**src/rtl/rx_slot_pkg.sv**
```systemverilog
// rx_slot_pkg: shared state type, default configuration and counter width for the RX slot scheduler
package rx_slot_pkg;
  typedef enum logic [2:0] {IDLE, ACQUIRE, TRACK, HOLD, LOST} state_t;
  localparam int DEF_NUM_SLOTS = 5;
  localparam int DEF_SLOT_CYCLES = 200;
  localparam int DEF_FRAME_CYCLES = 1000;
  localparam int DEF_PPM_WINDOW = 8;
  localparam int DEF_MAX_MISS = 3;
  localparam int CNT_W = $clog2(DEF_FRAME_CYCLES);
endpackage

```
**src/rtl/rx_slot_timer.sv**
```systemverilog
// rx_slot_timer: frame counter with wrap, ppm window flag and slot decode
module rx_slot_timer
  import rx_slot_pkg::*;
#(
  parameter int NUM_SLOTS = DEF_NUM_SLOTS,
  parameter int SLOT_CYCLES = DEF_SLOT_CYCLES,
  parameter int FRAME_CYCLES = DEF_FRAME_CYCLES,
  parameter int PPM_WINDOW = DEF_PPM_WINDOW
) (
  input  logic                 clk1m,
  input  logic                 reset_n,
  input  logic                 clr,
  input  logic                 locked,
  input  logic [NUM_SLOTS-1:0] slot_mask,
  output logic                 wrap,
  output logic                 in_window,
  output logic [2:0]           slot_idx,
  output logic                 slot_active,
  output logic                 slot_start,
  output logic                 frame_start
);
  localparam int CW = $clog2(FRAME_CYCLES);
  localparam int SW = $clog2(SLOT_CYCLES + 1);
  logic [CW-1:0] frame_cnt;
  logic [SW-1:0] slot_cnt;
  logic [7:0] mask_q;
  logic slot_end, in_slots;
  assign wrap = int'(frame_cnt) == FRAME_CYCLES - 1;
  assign in_window = int'(frame_cnt) >= FRAME_CYCLES - PPM_WINDOW;
  assign slot_end = int'(slot_cnt) == SLOT_CYCLES - 1;
  assign in_slots = int'(frame_cnt) < NUM_SLOTS * SLOT_CYCLES;
  assign slot_active = locked && in_slots && mask_q[slot_idx];
  assign slot_start = slot_active && slot_cnt == '0;
  assign frame_start = locked && frame_cnt == '0;
  // slot_idx walks with a per-slot counter and parks on the last slot through the frame tail
  always_ff @(posedge clk1m or negedge reset_n)
    if (!reset_n) begin
      frame_cnt <= '0;
      slot_cnt <= '0;
      slot_idx <= '0;
      mask_q <= '0;
    end else begin
      mask_q <= 8'(slot_mask);
      if (clr || wrap) begin
        frame_cnt <= '0;
        slot_cnt <= '0;
        slot_idx <= '0;
      end else begin
        frame_cnt <= frame_cnt + 1'b1;
        slot_cnt <= slot_end ? '0 : slot_cnt + 1'b1;
        if (slot_end && slot_idx < 3'(NUM_SLOTS - 1)) slot_idx <= slot_idx + 3'd1;
      end
    end
endmodule

```
**src/rtl/rx_slot_scheduler.sv**
```systemverilog
// rx_slot_scheduler: ppm-locked TDMA slot scheduler with flywheel and resync.
// Optional RX_SLOT_STATS_EN adds saturating miss/early ppm counters.
module rx_slot_scheduler
  import rx_slot_pkg::*;
#(
  parameter int NUM_SLOTS = DEF_NUM_SLOTS,
  parameter int SLOT_CYCLES = DEF_SLOT_CYCLES,
  parameter int FRAME_CYCLES = DEF_FRAME_CYCLES,
  parameter int PPM_WINDOW = DEF_PPM_WINDOW,
  parameter int MAX_MISS = DEF_MAX_MISS
) (
  input  logic                 reset_n,
  input  logic                 clk1m,
  input  logic                 enable,
  input  logic                 ppm,
  input  logic [NUM_SLOTS-1:0] slot_mask,
  output logic [2:0]           slot_idx,
  output logic                 slot_active,
  output logic                 slot_start,
  output logic                 frame_start,
  output logic                 locked,
  output logic                 resync_n
`ifdef RX_SLOT_STATS_EN
  ,
  output logic [15:0]          miss_total,
  output logic [15:0]          early_total
`endif
);
  localparam int MW = $clog2(MAX_MISS + 1);
  state_t state;
  logic [MW-1:0] miss;
  logic wrap, in_window, clr, miss_hit;
  assign locked = state == TRACK || state == HOLD;
  assign resync_n = state != LOST;
  assign clr = !enable || !locked || ppm;
  assign miss_hit = enable && locked && !ppm && wrap;
  rx_slot_timer #(
    .NUM_SLOTS(NUM_SLOTS), .SLOT_CYCLES(SLOT_CYCLES),
    .FRAME_CYCLES(FRAME_CYCLES), .PPM_WINDOW(PPM_WINDOW)
  ) u_timer (
    .clk1m(clk1m), .reset_n(reset_n), .clr(clr), .locked(locked),
    .slot_mask(slot_mask), .wrap(wrap), .in_window(in_window),
    .slot_idx(slot_idx), .slot_active(slot_active),
    .slot_start(slot_start), .frame_start(frame_start)
  );
  // any ppm while locked restarts the frame; LOST lasts one cycle and ignores ppm
  always_ff @(posedge clk1m or negedge reset_n)
    if (!reset_n) begin
      state <= IDLE;
      miss <= '0;
    end else if (!enable) begin
      state <= IDLE;
      miss <= '0;
    end else
      case (state)
        IDLE: state <= ACQUIRE;
        ACQUIRE: if (ppm) begin
          state <= TRACK;
          miss <= '0;
        end
        TRACK, HOLD:
          if (ppm) begin
            state <= TRACK;
            miss <= '0;
          end else if (wrap && int'(miss) + 1 >= MAX_MISS) begin
            state <= LOST;
            miss <= '0;
          end else if (wrap) begin
            state <= HOLD;
            miss <= miss + 1'b1;
          end
        default: state <= ACQUIRE;
      endcase
`ifdef RX_SLOT_STATS_EN
  always_ff @(posedge clk1m or negedge reset_n)
    if (!reset_n) begin
      miss_total <= '0;
      early_total <= '0;
    end else begin
      if (miss_hit && miss_total != '1) miss_total <= miss_total + 1'b1;
      if (enable && locked && ppm && !in_window && early_total != '1) early_total <= early_total + 1'b1;
    end
`else
  logic unused_stats;
  assign unused_stats = in_window ^ miss_hit;
`endif
endmodule

```
**config.mk**
```make
export PLATFORM = sky130hd
export DESIGN_NAME = rx_slot_scheduler
export DESIGN_NICKNAME = d
export VERILOG_FILES = /design/src/rtl/rx_slot_pkg.sv /design/src/rtl/rx_slot_timer.sv /design/src/rtl/rx_slot_scheduler.sv
export SDC_FILE = /design/constraint.sdc
export NUM_CORES = 1
export LEC_CHECK = 0
export CORE_MARGIN = 4
export CORE_UTILIZATION = 30
export DETAILED_ROUTE_END_ITERATION = 7
export PLACE_DENSITY = 0.59
export SYNTH_ARGS = -nofsm -noshare
export SYNTH_HDL_FRONTEND = slang
export SYNTH_SLANG_ARGS = --single-unit
```
**constraint.sdc**
```tcl
create_clock -name clk1m -period 1.9 [get_ports clk1m]
set_input_delay 0.19 -clock clk1m [delete_from_list [all_inputs] [get_ports clk1m]]
set_output_delay 0.19 -clock clk1m [all_outputs]
set_load 0.005 [all_outputs]
```
==> results of run 1 <==
## cell type report
type	instances	area, um^2
fillers	468	2730
inverters	8	30.0
clock inverters	3	43.8
repair buffers	42	340
well taps	67	83.8
multi-input cells	110	744
flip-flops and latches	31	776
clock buffers	5	68.8
## power groups by stage
| stage | Sequential [W] | Combinational, W | Clock, W |
|---|---|---|---|
| 6_report | 0.000677 | 0.000102 | 0.000646 |
| 5_1_grt | 0.000677 | 0.000114 | 0.000701 |
| 4_1_cts | 0.000677 | 0.000101 | 0.000657 |
| 3_5_place_dp | 0.000689 | 0.000103 | 0 |
| 3_3_place_gp | 0.000689 | 0.000102 | 0 |
| 2_1_floorplan | 0.000690 | 0.0000371 | 0 |
## critical path: cells and delay by family, from the launching register on
| family | cells | cell delay (ns) |
|---|---|---|
| DFF | 1 | 0.38 |
| buffers and inverters | 1 | 0.15 |
| and+or+nand+nor | 3 | 1.06 |
## registers in the layout (all words and copies together), names as in the netlist
name,cells
miss,2
state,3
u_timer.frame_cnt,10
u_timer.mask_q,5
u_timer.slot_cnt,8
u_timer.slot_idx,3
## per-stage QoR
stage               cells  TNS (ns)  hold slack [ns]  utilization  setup slack [ns]
floorplan             151         0           -0.106            -             0.192
global placement      257    -0.316            0.511        0.405            -0.316
detailed placement    257    -0.312            0.519        0.405            -0.299
CTS                   266    -0.188            0.307        0.431            -0.188
global route          266    -0.239            0.322        0.433            -0.239
finish                266    -0.156            0.290        0.433            -0.156
## routing by layer
layer	track usage	vias to the layer above	part of all wire
met3	0.0385	4	0.031
met5	0	-	0
met4	0.0309	0	0.0078
li1	-	601	-
met1	0.133	552	0.47
met2	0.172	16	0.49
## Yosys cell counts, drive strengths merged (2+ instances only)
cell    number
ha           7
xnor2        8
and3         3
dfrtp       31
xor2         6
nand2b       2
nor4         2
inv          8
a21oi        4
nor4b        2
or3          2
nand3        9
o21ai        3
nand2       12
nor2        30
mux2i        4
nor3         3
## worst paths after layout
check,startpoint,to,cells after the start
worst max-delay path,u_timer.slot_cnt[3]$_DFF_PN0_,slot_start,4
worst min-delay path,reset_n,u_timer.slot_cnt[4]$_DFF_PN0_,2
worst max register to register,u_timer.frame_cnt[0]$_DFF_PN0_,u_timer.slot_cnt[3]$_DFF_PN0_,6
worst min register to register,u_timer.frame_cnt[0]$_DFF_PN0_,u_timer.frame_cnt[0]$_DFF_PN0_,2
max in group asynchronous,reset_n,u_timer.frame_cnt[5]$_DFF_PN0_,2
min in group clk1m,slot_mask[4],u_timer.mask_q[4]$_DFF_PN0_,1
## what timing repair did
action,in CTS,in global routing
endpoints found under the setup margin,3,3
setup buffers,1,0
gates resized for setup,9,8
hold buffers,0,0
pin swaps,1,4
cloned,0,0
## cells by family (layout without fill, tap and decap cells)
kind of cell / Yosys count / after routing
DFF: 31 / 31
and+or+nand+nor: 74 / 74
xor gates and xnor gates: 14 / 14
muxes: 5 / 5
AOI/OAI and AO/OA: 10 / 10
buffers and inverters: 10 / 58
adders and majority gates: 7 / 7
==> impl_summary.txt, run 1 <==
----------------------------------------------------
[Power and ir drop]
  Standby leakage power ... 0.921 nW
  Cell-internal power ... approximately 0.0011 W
  Power per cell area ... 682 mW/mm^2
  Maximum VDD drop ... 0.381 mV
  Sequential fraction of design power ... 0.475
  Clock Power Share ... 0.453
  Sw power ... approximately 0.00031 W
  Logic pwr share ... 0.071
  Design Power ... ~0.0014 W
  Sw frac ... 0.218

[Finish]
  Final-stage net count ... 214
  Design Area, Final ... between 0.002 and 0.0025 mm^2
  Area added between synthesis and finish ... 36.6%
  Antenna Diode Count ... 0
  Top library cells by usage in the layout, fill and taps aside ... sky130_fd_sc_hd__dfrtp_1 (31), sky130_fd_sc_hd__nor2_1 (28), sky130_fd_sc_hd__buf_4 (26)
  Most frequent standard cell in the layout excluding fill and tap cells ... sky130_fd_sc_hd__dfrtp_1
  Share of cells above drive strength 1 ... 0.241

[Place]
  Sum of net half-perimeters after detailed placement ... between 2000 and 2500 um
  Buffers on Ports ... 16
  Global placement routability congestion ... 0.776
  Instance area at placement ... 0.00195 mm^2

[Die]
  Starting Density ... 0.317
  Total die area ... 0.00630 mm^2
  Ports ... 17
  Core footprint ... 0.00482 mm^2
  Die span in y ... 79.4 um
  Placement row count ... 25
  DIE WIDTH ... approximately 79 um

[Status]
  Failing checks ... setup timing
  Outcome ... finished, violations left

[Clock network]
  TritonCTS clock tree ... built
  Clock root buffer master ... sky130_fd_sc_hd__clkbuf_8
  Depth of the CTS H-tree ... 2
  Source-to-sink clock delay at the later pin of the worst-skew pair ... about 0.28 ns
  Maximum count of clock buffers along a single path ... 2
  Clock Sink Count ... 31
  Num CTS Buffers ... 5
  Clock slew seen by the registers of the worst setup and hold paths ... approximately 0.070 ns

[Logic synthesis]
  Post-Syn Area per Cell ... 10.1 um^2
  Register bit count reported by yosys ... 31
  Number of enable flip-flop cells after synthesis ... 0
  Simple-gate share of the synthesized area ... 0.251
  Synth area leader ... sky130_fd_sc_hd__dfrtp_1
  Share of flip-flops with an asynchronous set or reset ... 1.00
  Top post-synthesis cells by area ... sky130_fd_sc_hd__dfrtp_1 (51%), sky130_fd_sc_hd__nor2_1 (7.4%), sky130_fd_sc_hd__ha_1 (5.7%)
  Netlist area before placement ... 0.00153 mm^2
  Main combinational cell family by area after synthesis ... simple AND/OR/NAND/NOR gates
  Yosys top cell area share ... 0.508
  Mapped Cells ... 151
  Number of warnings issued by yosys ... 0
  Synthesized-area fraction occupied by adder cells ... 0.0573
  Mux contribution to synthesized area ... 0.0410
  Distinct cell type count of the synthesized netlist ... 35
  Post-synth net total ... roughly 170
  Primary FF master, synth ... sky130_fd_sc_hd__dfrtp_1
  XOR/XNOR Fraction of Synth Area ... 0.0803
  Area fraction in compound gates after synthesis ... 0.0377
  Sequential cell area fraction in the yosys report ... 0.508

[STA]
  Worst max-slew margin expressed relative to the limit ... 0.739
  Setup repair after global routing missed its margin ... true
  Min Tclk post-route ... around 2.1 ns
  Maximum operating frequency ... around 0.49 GHz
  Clock tree skew after final layout ... about 0.0056 ns
  Fraction of the cycle the final worst path needs ... 1.08
  Finish-stage setup viols ... 1
  Slew at the pin closest to its max-slew limit ... between 0.3 and 0.4 ns
  Count of final hold-check violations ... 0
  Worst setup slack after layout ... -0.156 ns
  Count of pins over their slew limit ... 0

[Setup path]
  Worst path max stage delay ... 0.43 ns
  Worst Setup Path Type ... reg -> out
  Critical path endpoint category ... primary output
  Largest fanout on the critical path ... 2
  Register-to-Register Setup Slack ... between 0.1 and 0.15 ns
  Required time worst endpoint ... about 1.7 ns
  Endpoint arrival time on the critical path ... between 1.5 and 2 ns
  Type of origin of the critical path ... register
  Slowest cell on crit path ... sky130_fd_sc_hd__or4_4
  Cell chain of the critical path ... or3_4 > or4_4 > nor4b_4 > buf_2

[Global route]
  Number of antenna violations at the first check in global routing ... 0
  Total congestion overflow ... 0
  Via count of the first global-routing pass ... approximately 1200
  First-pass GRT wire length ... 5130 um
  Overall routing resource usage ... 0.106
  Pin count of the biggest net entering global routing ... 32

[Run]
  Max cap viols ... 0

[Drt]
  Number of vias after detailed routing ... 1173
  Remaining antenna violation count ... 0
  Remaining DRCs ... 0
  First-pass detailed-route iteration total ... 4
  Initial drt markers ... 52
  Via density per instance ... 4.41
  WL/cell ... roughly 12 um
  Aggregate routed wire length ... 3060 um

[Worst hold path]
  Min-Delay Path Class ... in -> async

----------------------------------------------------
Power figures use the tool's default switching activity.
==> run 2: changes to the inputs <==
CAP_MARGIN = 40   (was not set)
==> results of run 2 <==
Same layout as run 1: the final DEF is identical, and so are final timing and power.
==> patch 1: new RTL, config.mk and constraints of run 2 <==
The package constant `DEF_MAX_MISS` goes from 3 to 2.
--- a/src/rtl/rx_slot_pkg.sv
+++ b/src/rtl/rx_slot_pkg.sv
@@ -7,3 +7,3 @@
   localparam int DEF_PPM_WINDOW = 8;
-  localparam int DEF_MAX_MISS = 3;
+  localparam int DEF_MAX_MISS = 2;
   localparam int CNT_W = $clog2(DEF_FRAME_CYCLES);
Formal check against the unedited RTL: same outputs for any inputs over 10 cycles, from zero or initial values and one cycle with reset_n low; that may be too few to reach the edited logic, so the function may still have changed.
==> patch 1 against run 2 <==
  * The flow still finishes with violations (setup timing)
  * Sequential cell count stayed put
  * Area after synthesis is 0.98% higher
  * Non-clock buffer count stayed put
  * Final cell count stayed put
  * Synthesized cell count is 0.66% higher
  * Sequential share of layout area is 0.11 points higher
  * Setup slack better by 14 ps
  * Wire length is 4.4% higher
  * Total power is 9.0% lower
  * Critical path depth stayed put
  * Final area is 0.30% lower
  * Critical endpoint unchanged
  * Largest cell class unchanged
==> patch 1: results (changes against run 2) <==
- Adder-cell area share of the yosys netlist: 0.0487 (was 0.0573)
- Clk tree area frac: 0.0427 (was 0.0540)
- Synth area leaders: dfrtp_1 50%, nor2_1 6.8%, ha_1 4.9% (was dfrtp_1 51%, nor2_1 7.4%, ha_1 5.7%)
- Top_reg_cell synth: dfrtp_1 (unchanged)
- Slack of the critical path: -142 ps (was -156 ps)
- Setup Skew: 5.32 ps (was 5.56 ps)
- First DRT Iteration DRCs: 80 (was 52)
- Synth cell count leaders: 31 x dfrtp_1, 28 x nor2_1, 10 x inv_1, 10 x nand3_1, 8 x xnor2_1 (was 31 x dfrtp_1, 30 x nor2_1, 12 x nand2_1, 9 x nand3_1)
- FF-to-FF setup slack: 190 ps (was 110 ps)
- Failing checks: setup timing (unchanged)
- RR Endpoint: miss[0] (was u_timer.slot_cnt[3])
- Crit path launch: u_timer.slot_cnt[5] (was u_timer.slot_cnt[3])
- Via count: 1209 (was 1173)
- Fillers: 479 (was 468)
- Sw Ratio: 0.241 (was 0.218)
- Vias in the first global route: 1264 (was 1188)
- Slew of the pin with the lowest slew margin: 385 ps (was 392 ps)
- Hold WS: 310 ps (was 290 ps)
- Met3 Track Usage GR: 0.0384 (was 0.0385)
- GR Util met1: 0.145 (was 0.133)
- Status: finished with violations (unchanged)
- Synth Area in XOR/XNOR: 0.0795 (was 0.0803)
- Compound-Gate Fraction of Synth Area: 0.0584 (was 0.0377)
- First drt pass iteration count: 5 (was 4)
- Crit-path slowest cell: or4_4 (unchanged)
- Total Neg Setup Slack: -142 ps (was -156 ps)
- Area taken by multi-input logic gates: 749 um^2 (was 744 um^2)
- Logic inverters: 10 (was 8)
- Worst EP arrival: 1850 ps (was 1870 ps)
- First-pass GRT wire length: 5890 um (was 5130 um)
- Leak Pwr: 0.897 nW (was 0.921 nW)
- Met2 Use GR: 0.195 (was 0.172)
- Share of the yosys chip area belonging to registers: 0.503 (was 0.508)
- Logic power comb: 0.111 mW (was 0.102 mW)
- Fraction of area in non-clock buffers: 0.166 (was 0.163)
- Peak supply drop: 276 uV (was 381 uV)
- Post-synthesis mux area share: 0.0349 (was 0.0410)
- Total GRT Usage: 0.119 (was 0.106)
- Setup Viol. Count Final: 1 (unchanged)
- Share of post-route cells with drive strength above 1: 0.251 (was 0.241)
- Place WS: -305 ps (was -299 ps)
- Post-layout net count: 213 (was 214)
- Detailed Place HPWL: 2360 um (was 2190 um)
- Multi-input gate count: 108 (was 110)
patch 1: cell count changes after synthesis, moves of 2 or more:
cell            run 2  this run
nor2_1             30        28
nor3_1              3         5
nand4_1             1         3
o21ai_0             3         5
nand2_1            12         6
mux2i_1             4         2
inv_1               8        10
patch 1: per-stage QoR:
step	instances	cell area, um^2	power, mW
floorplan	152	1540	0.732
global placement	257	1960	0.797
detailed placement	257	1960	0.798
CTS	266	2060	1.31
global route	266	2080	1.37
finish	266	2080	1.30
patch 1: cell families (layout without fill, tap and decap cells):
group | after synthesis | after routing
compound gates | 14 | 14
xor+xnor | 14 | 14
fa+ha+maj | 6 | 6
buf+inv | 13 | 60
flops | 31 | 31
mux | 4 | 4
simple gates | 70 | 70
patch 1: what timing repair did:
action	4_1_cts	5_1_grt
pin swaps	3	2
setup buffers	1	0
resized for setup	10	6
endpoints found under the setup margin	3	3
patch 1: routing by layer:
layer	routed length, um	share of wire
met1	1440	0.45
met2	1590	0.50
met3	127	0.040
met4	45	0.014
met5	0	0
==> patch 2: new RTL, config.mk and constraints of run 2 <==
Made on the original files. Add an input register stage for `slot_mask`; this delays it by one clock. The other inputs are not delayed to match.
--- a/src/rtl/rx_slot_scheduler.sv
+++ b/src/rtl/rx_slot_scheduler.sv
@@ -29,2 +29,9 @@
   localparam int MW = $clog2(MAX_MISS + 1);
+
+  logic [NUM_SLOTS-1:0] slot_mask_q;
+
+  always_ff @(posedge clk1m) begin
+      slot_mask_q <= slot_mask;
+  end
+
   state_t state;
@@ -41,3 +48,3 @@
     .clk1m(clk1m), .reset_n(reset_n), .clr(clr), .locked(locked),
-    .slot_mask(slot_mask), .wrap(wrap), .in_window(in_window),
+    .slot_mask(slot_mask_q), .wrap(wrap), .in_window(in_window),
     .slot_idx(slot_idx), .slot_active(slot_active),
Formal check against the unedited RTL: not equivalent (a bounded check fails within 4 cycles, from zero or initial values and one cycle with reset_n low).
==> patch 2 against run 2 <==
  * Final area rose by 9.3%
  * Fmax increased by 8.3%
  * Critical path depth up 1
  * Highest routed layer unchanged
  * Area after synthesis rose by 13%
  * Sequential cell count up 5
  * Wire length up 2.8%
  * Total power rose by 1.9%
  * Setup slack better by 160 ps
==> patch 2: results (changes against run 2) <==
- Post-Syn Instances: 155 (was 151)
- Synth Area in XOR/XNOR: 0.0761 (was 0.0803)
- Slew of the pin with the lowest slew margin: 396 ps (was 392 ps)
- Setup Skew: 7.68 ps (was 5.56 ps)
- Share of post-route cells with drive strength above 1: 0.330 (was 0.241)
- Met3 Track Usage GR: 0.0326 (was 0.0385)
- First DRT Iteration DRCs: 38 (was 52)
- Adder-cell area share of the yosys netlist: 0.0508 (was 0.0573)
- Async SR Flop Fraction: 0.861 (was 1.00)
- Share of the yosys chip area belonging to registers: 0.508 (about the same)
- Syn nets: 171 (was 167)
- GR Util met1: 0.121 (was 0.133)
- First drt pass iteration count: 4 (unchanged)
- Vias in the first global route: 1252 (was 1188)
- Post-layout net count: 215 (was 214)
- Place WS: -185 ps (was -299 ps)
- Placed instance count: 264 (was 257)
- Total wire length: 3150 um (was 3060 um)
- FF-to-FF setup slack: 170 ps (was 110 ps)
- Synth area leaders: dfrtp_1 45%, dfxtp_1 5.8%, ha_1 5.1% (was dfrtp_1 51%, nor2_1 7.4%, ha_1 5.7%)
- Detailed Place HPWL: 2330 um (was 2190 um)
- Leak Pwr: 1.00 nW (was 0.921 nW)
- Synth cell count leaders: 31 x dfrtp_1, 22 x nor2_1, 8 x inv_1, 8 x nand3_1, 8 x xor2_1 (was 31 x dfrtp_1, 30 x nor2_1, 12 x nand2_1, 9 x nand3_1)
- Peak supply drop: 507 uV (was 381 uV)
- Final std cells w/o fill: 272 (was 266)
- Hold WS: 289 ps (was 290 ps)
- Post-CTS Setup Bufs: 0 (was 1)
- HP Class: in2async (unchanged)
- Library cells used by synthesis: 40 (was 35)
- Max clock buf depth: 2 (unchanged)
- Slack of the critical path: 2.22 ps (was -156 ps)
- Met2 Use GR: 0.161 (was 0.172)
- Placed cell areas: 2140 um^2 (was 1950 um^2)
- Compound-Gate Fraction of Synth Area: 0.0486 (was 0.0377)
- Biggest regs: u_timer.frame_cnt x10, u_timer.slot_cnt x8 (was u_timer.frame_cnt x10, u_timer.slot_cnt x8, u_timer.mask_q x5)
- Worst EP arrival: 1710 ps (was 1870 ps)
- First-pass GRT wire length: 5620 um (was 5130 um)
- Status: finished clean (was finished with violations)
- Via count: 1206 (was 1173)
- GPL Wtd Cong: 0.728 (was 0.776)
- Total GRT Usage: 0.0998 (was 0.106)
- Post-synthesis mux area share: 0.0435 (was 0.0410)
## patch 2: path summary, 6_finish.rpt
kind | from | end | depth (start not counted)
setup / recovery | u_timer.slot_cnt[1] | slot_start | 5
hold / removal | reset_n | u_timer.mask_q[0] | 2
setup reg to reg | u_timer.frame_cnt[0] | miss[0] | 6
hold reg to reg | slot_mask_q[1] | u_timer.mask_q[1] | 0
max in group asynchronous | reset_n | u_timer.frame_cnt[7] | 2
min in group clk1m | slot_mask_q[1] | u_timer.mask_q[1] | 0
## patch 2: area by class of cell
cell class                      count  area (um^2)
Clock buffer                        6         72.6
Clock inverter                      2         16.3
Fill cell                         564         3260
Inverter                            8         30.0
Multi-Input combinational cell    105          842
Sequential cell                    36          878
Tap cell                           72         90.1
Timing Repair Buffer               43          352
## patch 2: stage by stage
stage	TNS, ps	utilization
floorplan	0	-
finish	0	0.412
global route	-114	0.412
global placement	-125	0.386
CTS	-218	0.403
detailed placement	-192	0.386
## patch 2: repair_timing
item,4_1_cts,5_1_grt
pin swaps,0,7
setup endpoints to repair,3,4
gates resized for setup,5,21
gates cloned,0,0
## patch 2: layer usage
| layer | wire [um] | share of wire |
|---|---|---|
| met2 | 1510 | 0.48 |
| met5 | 0 | 0 |
| met4 | 32 | 0.010 |
| met1 | 1510 | 0.48 |
| met3 | 101 | 0.032 |
## patch 2: cell families after synthesis
kind of cell             Yosys count
AND/OR/NAND/NOR                   66
flip-flops                        36
XOR/XNOR                          15
buffers and inverters             14
AO/OA/AOI/OAI                     11
adder cells (fa/ha/maj)            7
multiplexers                       6
## patch 2: critical path, stage by stage, from the launching register on
cell     delay (ps)
dfrtp_1         390
inv_2            70
ha_4            120
or4b_4          450
nor4_2          240
buf_2           150
## patch 2: power breakdown
group          switching [mW]  leakage (nW)  internal, mW
Sequential            0.00968         0.457         0.783
Combinational          0.0599         0.504        0.0647
Clock                   0.273        0.0414         0.261
Total                   0.343          1.00          1.11
